--- src/rtl/fetch_unit.sv ---
// Instruction-fetch stage: owns the PC, issues one outstanding imem request at a
// time, presents a single fetched instruction to IF/ID and squashes wrong-path
// fetches when execute redirects the PC.
module fetch_unit #(
    parameter int unsigned       WIDTH    = 32,
    parameter logic [WIDTH-1:0]  RESET_PC = '0,
    parameter int unsigned       PC_STEP  = 4
) (
    input  logic             clock,
    input  logic             reset_n,
    input  logic             stall_f,
    input  logic             redirect_valid,
    input  logic [WIDTH-1:0] redirect_pc,
    output logic             imem_req,
    output logic [WIDTH-1:0] imem_addr,
    input  logic             imem_gnt,
    input  logic             imem_rvalid,
    input  logic [WIDTH-1:0] imem_rdata,
    output logic             valid_f,
    output logic [WIDTH-1:0] instr_f,
    output logic [WIDTH-1:0] pc_f,
    output logic [WIDTH-1:0] pc_plus_f
);

    localparam logic [WIDTH-1:0] STEP       = WIDTH'(PC_STEP);
    localparam logic [WIDTH-1:0] ALIGN_MASK = ~WIDTH'(3);

    typedef enum logic [1:0] {
        BOOT = 2'd0,
        REQ  = 2'd1,
        WAIT = 2'd2,
        HOLD = 2'd3
    } state_t;

    state_t           state_q, state_d;
    logic [WIDTH-1:0] pc_q, pc_d;
    logic [WIDTH-1:0] pc_plus_q, pc_plus_d;
    logic [WIDTH-1:0] instr_q, instr_d;
    logic             drop_q, drop_d;
    logic             req_q, valid_q;
    logic [WIDTH-1:0] redirect_target;

    // Redirect targets are always word aligned.
    assign redirect_target = redirect_pc & ALIGN_MASK;

    // Next-state and next-PC selection; redirect outranks every other event.
    always_comb begin
        state_d   = state_q;
        pc_d      = pc_q;
        pc_plus_d = pc_plus_q;
        instr_d   = instr_q;
        drop_d    = drop_q;
        case (state_q)
            BOOT: begin
                state_d = REQ;
            end
            REQ: begin
                if (redirect_valid) begin
                    pc_d      = redirect_target;
                    pc_plus_d = redirect_target + STEP;
                    if (imem_gnt) begin
                        drop_d  = 1'b1;
                        state_d = WAIT;
                    end
                end else if (imem_gnt) begin
                    state_d = WAIT;
                end
            end
            WAIT: begin
                if (redirect_valid) begin
                    pc_d      = redirect_target;
                    pc_plus_d = redirect_target + STEP;
                    if (imem_rvalid) begin
                        drop_d  = 1'b0;
                        state_d = REQ;
                    end else begin
                        drop_d  = 1'b1;
                    end
                end else if (imem_rvalid) begin
                    if (drop_q) begin
                        drop_d  = 1'b0;
                        state_d = REQ;
                    end else begin
                        instr_d = imem_rdata;
                        state_d = HOLD;
                    end
                end
            end
            HOLD: begin
                if (redirect_valid) begin
                    pc_d      = redirect_target;
                    pc_plus_d = redirect_target + STEP;
                    state_d   = REQ;
                end else if (!stall_f) begin
                    pc_d      = pc_plus_q;
                    pc_plus_d = pc_plus_q + STEP;
                    state_d   = REQ;
                end
            end
            default: begin
                state_d = BOOT;
            end
        endcase
    end

    // State, PC and buffered instruction; request/valid flags registered from next state.
    always_ff @(posedge clock or negedge reset_n) begin
        if (!reset_n) begin
            state_q   <= BOOT;
            pc_q      <= RESET_PC;
            pc_plus_q <= RESET_PC + STEP;
            instr_q   <= '0;
            drop_q    <= 1'b0;
            req_q     <= 1'b0;
            valid_q   <= 1'b0;
        end else begin
            state_q   <= state_d;
            pc_q      <= pc_d;
            pc_plus_q <= pc_plus_d;
            instr_q   <= instr_d;
            drop_q    <= drop_d;
            req_q     <= (state_d == REQ);
            valid_q   <= (state_d == HOLD);
        end
    end

    assign imem_req  = req_q;
    assign imem_addr = pc_q;
    assign valid_f   = valid_q;
    assign instr_f   = instr_q;
    assign pc_f      = pc_q;
    assign pc_plus_f = pc_plus_q;

endmodule
--- config.mk ---
export PLATFORM = sky130hd
export DESIGN_NAME = fetch_unit
export DESIGN_NICKNAME = d
export VERILOG_FILES = /design/src/rtl/fetch_unit.sv
export SDC_FILE = /design/constraint.sdc
export NUM_CORES = 1
export LEC_CHECK = 0
export CAP_MARGIN = 20
export CORE_ASPECT_RATIO = 1.75
export CORE_UTILIZATION = 46
export CTS_CLUSTER_DIAMETER = 100
export DETAILED_ROUTE_END_ITERATION = 6
export PLACE_DENSITY = 0.82
export SKIP_LAST_GASP = 1
export SLEW_MARGIN = 20
export SYNTH_ARGS = -nofsm -noshare
export SYNTH_HDL_FRONTEND = slang
export SYNTH_SLANG_ARGS = --single-unit
export TNS_END_PERCENT = 10
--- constraint.sdc ---
create_clock -name clock -period 2.95 [get_ports clock]
set_input_delay 0.4425 -clock clock [delete_from_list [all_inputs] [get_ports clock]]
set_output_delay 0.4425 -clock clock [all_outputs]
set_load 0.05 [all_outputs]
# == Word level (Yosys, flattened, before mapping) ==
# Cells that the tools add are included.
# totals
out_inout_bits,130
reg_bits,101
# op_classes
addsub,2
n_eq_ne,10
mux,22
n_bitwise,2
reduce_logical,7
# ops
operator,n
$mux 32,6
$pmux 32 s2,2
$add 32x3->32 const B,2
$mux 2,7
$pmux 2 s4,1
$reduce_and 4->1,2
$eq 2x2->1 const B,3
$ne 3x3->1 const B,2
$mux 1,5
$eq 2x1->1 const B,2
$ne 2x2->1 const B,2
$reduce_bool 2->1,2
$reduce_and 3->1,1
$logic_not 2->1,1
$ne 2x1->1 const B,1
$not 1->1,2
$pmux 1 s2,1
$reduce_or 2->1,1

# == Depth between registers and ports, before layout ==
# logic_depth
ltp_word,5
mapped_depth,8
mapped_depth_nobuf,7

# == Worst setup path after synthesis ==
# No wires, ideal clock.
# synth_path
path_type,reg2reg
from,"reg pc_plus_q[2], in the netlist pc_plus_f[2]"
to,"reg pc_plus_q[28], in the netlist pc_plus_f[28]"
setup_ps,132
required_ps,2818
n_path_buf,2
stages_incl_launch_ff,9
slack_ps,719
synth_period_minus_slack_ps,2231
arrival_time_ps,2099
path_cell_list,dfstp_2 -> ha_1 -> and4_1 -> buf_2 -> nand4_1 -> clkbuf_1 -> nor3b_1 -> mux2i_1 -> o211ai_1
# synth_via
elab_chain_len,4
# synth_lines
element,line,text
start: declaration,37,"logic [WIDTH-1:0] pc_plus_q, pc_plus_d;"
start signal: assignment,111,pc_plus_q <= RESET_PC + STEP;
start signal: assignment,119,pc_plus_q <= pc_plus_d;
$add 32x3->32,96,pc_plus_d = pc_plus_q + STEP;
$mux 32,94,end else if (!stall_f) begin
$mux 32,90,if (redirect_valid) begin
$pmux 32 s2,53,case (state_q)
# Every way passes these cells. The select of a mux whose other input is x is not followed.
# A chain may end at the register's enable or synchronous reset.

# == Final worst setup path ==
# layout_path
from,"reg pc_plus_q[2], in the netlist pc_plus_f[2]"
to,"reg pc_plus_q[30], in the netlist pc_plus_f[30]"
# The elaborated chain is that of the path after synthesis.

==> results by group <==
Status
  • Status: finished clean

Clock tree
  • Number of hold buffers added after CTS: 0
  • # clock sinks: about 100
  • Root Buffer: sky130_fd_sc_hd__clkbuf_16
  • Number of buffers created by CTS: 9
  • Clock tree buffer depth: 2
  • Number of levels the H-tree was split into: 3
  • Clock-pin slew on the worst setup and hold paths: approximately 0.070 ns
  • Insertion delay to the later sink of the worst-skew pair: 0.35 ns
  • Buffer count from post-CTS setup fixing: 0
  • TritonCTS clock tree: done
  • Count of instances resized after the clock tree is built: 0

Synthesis
  • Most numerous cell in the Yosys netlist: sky130_fd_sc_hd__dfrtp_1
  • Largest family of logic cells by synthesized area: simple AND/OR/NAND/NOR gates
  • Post-synthesis cell area: 0.00558 mm²
  • Yosys warning count: 0
  • Library cell with the largest summed area after synthesis: sky130_fd_sc_hd__dfrtp_1
  • Share of synthesized area spent on multiplexers: roughly 7.0%
  • Compound-gate portion of the synthesized area: 13.7%
  • Mean cell area of the mapped netlist: 9.03 µm²
  • Area share of the largest cell type after synthesis: 43.5%
  • Post-synthesis adder-cell area fraction: around 1.6%
  • Top area cells in the synthesized netlist: sky130_fd_sc_hd__dfrtp_1 43%, sky130_fd_sc_hd__mux2_2 6.5%, sky130_fd_sc_hd__nand2_1 5.9%
  • Async SR Flop Fraction: 100%
  • Xor and xnor fraction of the mapped netlist area: 3.77%
  • Number of synthesized flops with an enable pin: 0
  • Number of synthesized register bits: 98
  • Sequential area share after synthesis: 44.0%
  • Synthesized-area fraction occupied by and/or/nand/nor cells: 22.1%
  • Most numerous cell types in the synthesized netlist: 97 x sky130_fd_sc_hd__dfrtp_1, 87 x sky130_fd_sc_hd__nand2_1, 58 x sky130_fd_sc_hd__nor2_1
  • Gate count of the mapped netlist: 618
  • Distinct cells, synth: 52
  • Leading register cell type out of synthesis: sky130_fd_sc_hd__dfrtp_1

Layout
  • Seq. cell area: 0.00245 mm²
  • Number of antenna cells inserted: 0
  • Synthesis-to-layout area growth: 39.4%
  • Number of cells in the finished layout apart from fillers: approximately 920
  • Total Nets Final: about 850
  • Final design instance area without fill: 0.00778 mm²
  • Share of post-route cells with drive strength above 1: a little over a tenth
  • Fill count: 924
  • Area of the multi-input gates: 0.00271 mm²

Floorplan
  • Core Region: between 0.01 and 0.015 mm²
  • Die height: approximately 150 µm
  • Number of cell rows: 52
  • Initial standard-cell utilization of the core: 47.7%
  • I/O Pins: 200
  • Die area: 0.0126 mm²
  • Width of the die: 85.3 µm

STA
  • Aggregate negative setup slack: 0 ns
  • RSZ-0062 raised after global routing: false
  • Post-layout minimum cycle time: 2.56 ns
  • Pins Over Slew Limit: 0
  • Ratio of final minimum period to clock period: 86.7%
  • Max Clock Freq: 391 MHz
  • Pin slew with the least headroom to its limit: roughly 0.67 ns
  • Final setup violation count: 0
  • Headroom to the max-slew limit: between 50% and 60%
  • Final clock skew: 0.0103 ns
  • Worst hold slack across all endpoints: 0.120 ns
  • Number of endpoints with negative hold slack in the final report: 0

Global route
  • Gr ovfl total: 0
  • Vias in the first global route: around 5300
  • Initial antenna violation count: 0
  • Total routing usage reported by global routing: 26.0%
  • Global-route wire length before repair: 25900 µm
  • Pin count of the biggest net entering global routing: 51

Route
  • Number of iterations in the first detailed-routing pass: 5
  • Post-route ant nets: 0
  • Via-per-instance ratio: 5.87
  • Final routed DRC violation total: 0
  • Total wirelength of the detailed-routed design: 16600 µm
  • Routed length per instance: around 18 µm
  • Vias after detailed routing: approximately 5400
  • Drt initial violations: 315

Placed design
  • Final weighted congestion in routability-driven placement: 0.890
  • DP Wirelength: about 12000 µm
  • Number of cells after detailed placement: 900
  • Standard cell area after detailed placement: 0.00749 mm²
  • Port-buffer cells: between 150 and 200

Power and ir drop
  • Worst vdd ir: 750 µV
  • Cell Pwr Density: 1280 mW/mm²
  • LEAKAGE: between 3 and 4 nW

Setup path
  • Kind of launch point of the worst setup path: flip-flop
  • Setup crit end kind: flip-flop
  • Required time worst endpoint: 3.20 ns
  • Setup CP Type: reg2reg
  • Critical Path Fanout Max: 11
  • Data arrival time of the critical path: 2.81 ns

Job
  • Number of max-cap violations: 0

Hold path
  • Class of the tightest hold or removal check: in2async
==> metrics by stage <==
| step | power, mW | util, % | setup slack (ns) |
|---|---|---|---|
| 2_1_floorplan | 6.83 | - | 0.719 |
| 3_3_place_gp | 8.65 | 64.0 | 0.456 |
| 3_5_place_dp | 8.80 | 64.0 | 0.417 |
| 4_1_cts | 9.97 | 66.5 | 0.422 |
| 5_1_grt | 10.4 | 66.5 | 0.174 |
| 6_report | 9.95 | 66.5 | 0.393 |
==> kinds of logic after synthesis <==
logic type               Yosys count
other                              1
buffers and inverters             77
flip-flops                        98
AO/OA/AOI/OAI                    120
adder cells (fa/ha/maj)            7
AND/OR/NAND/NOR                  256
XOR/XNOR                          24
multiplexers                      35
==> power by group <==
group	leakage, nW	total, mW	switching, mW	internal (mW)
clock	0.129	1.14	0.536	0.604
combinational	1.88	6.25	4.18	2.07
sequential	1.19	2.56	0.640	1.92
total	3.20	9.95	5.36	4.59
==> cells in the final DEF, fill, tap and decap left out, drive strengths merged, types with 2 or more instances in the layout <==
cell             n
and2            13
nand2           87
a311oi           2
a211oi          12
o211ai           2
buf             22
or2              3
a31oi           31
nand4           21
mux2i            3
mux2            32
conb             2
nor3            15
o31ai            2
a221o            4
xnor2           12
o211a            2
a31o             2
o21ai           14
ha               7
dfrtp           97
o22ai            4
a21oi           35
clkdlybuf4s50  194
inv              9
xor2            12
nand3           22
and3            15
nor2            58
clkbuf          10
clkinvlp         4
nor4             9
and4             7
==> final timing paths <==
| check | cells after the start | slack (ns) | start | to |
|---|---|---|---|---|
| worst max-delay path | 6 | 0.39 | pc_plus_f[2]$_DFFE_PN1P_ | pc_plus_f[30]$_DFFE_PN0P_ |
| min in group clock | 1 | 0.51 | instr_f[29]$_DFFE_PN0P_ | instr_f[29]$_DFFE_PN0P_ |
| max in group asynchronous | 2 | 2.07 | reset_n | pc_plus_f[2]$_DFFE_PN1P_ |
| worst min-delay path | 1 | 0.12 | reset_n | instr_f[10]$_DFFE_PN0P_ |
| worst min register to register | 1 | 0.51 | instr_f[29]$_DFFE_PN0P_ | instr_f[29]$_DFFE_PN0P_ |
| worst max register to register | 6 | 0.39 | pc_plus_f[2]$_DFFE_PN1P_ | pc_plus_f[30]$_DFFE_PN0P_ |
==> per-layer routing <==
metal	share of wire [%]	wire length, µm	global-route usage [%]	up-vias
met2	54	8890	47.7	285
li1	-	-	-	2488
met5	0	0	0	-
met3	7.1	1180	4.58	40
met4	2.6	433	12.3	0
met1	37	6080	28.7	2563
==> worst max-delay path, cell delays in order, from the launching register on <==
cell                       delay, ns
sky130_fd_sc_hd__dfstp_2        0.60
sky130_fd_sc_hd__ha_1           0.23
sky130_fd_sc_hd__and4_1         0.32
sky130_fd_sc_hd__nand4_1        0.45
sky130_fd_sc_hd__nor2_1         0.48
sky130_fd_sc_hd__a311oi_1       0.16
sky130_fd_sc_hd__a211oi_1       0.22
==> state kept, by name (all words and copies together) (netlist names) <==
| register | count |
|---|---|
| imem_addr | 31 |
| pc_plus_f | 30 |
| valid_f | 1 |
| drop_q | 1 |
| instr_f | 32 |
| state_q | 2 |
| imem_req | 1 |
==> layout make-up <==
class	instances	share of cell area, %
multi-input cells	444	34.9
flip-flops and latches	98	31.5
repair buffers	216	27.4
clock buffers	10	3.07
well taps	135	2.17
clock inverters	6	0.643
inverters	7	0.338
No activity file was read; power rests on OpenSTA's default activity.
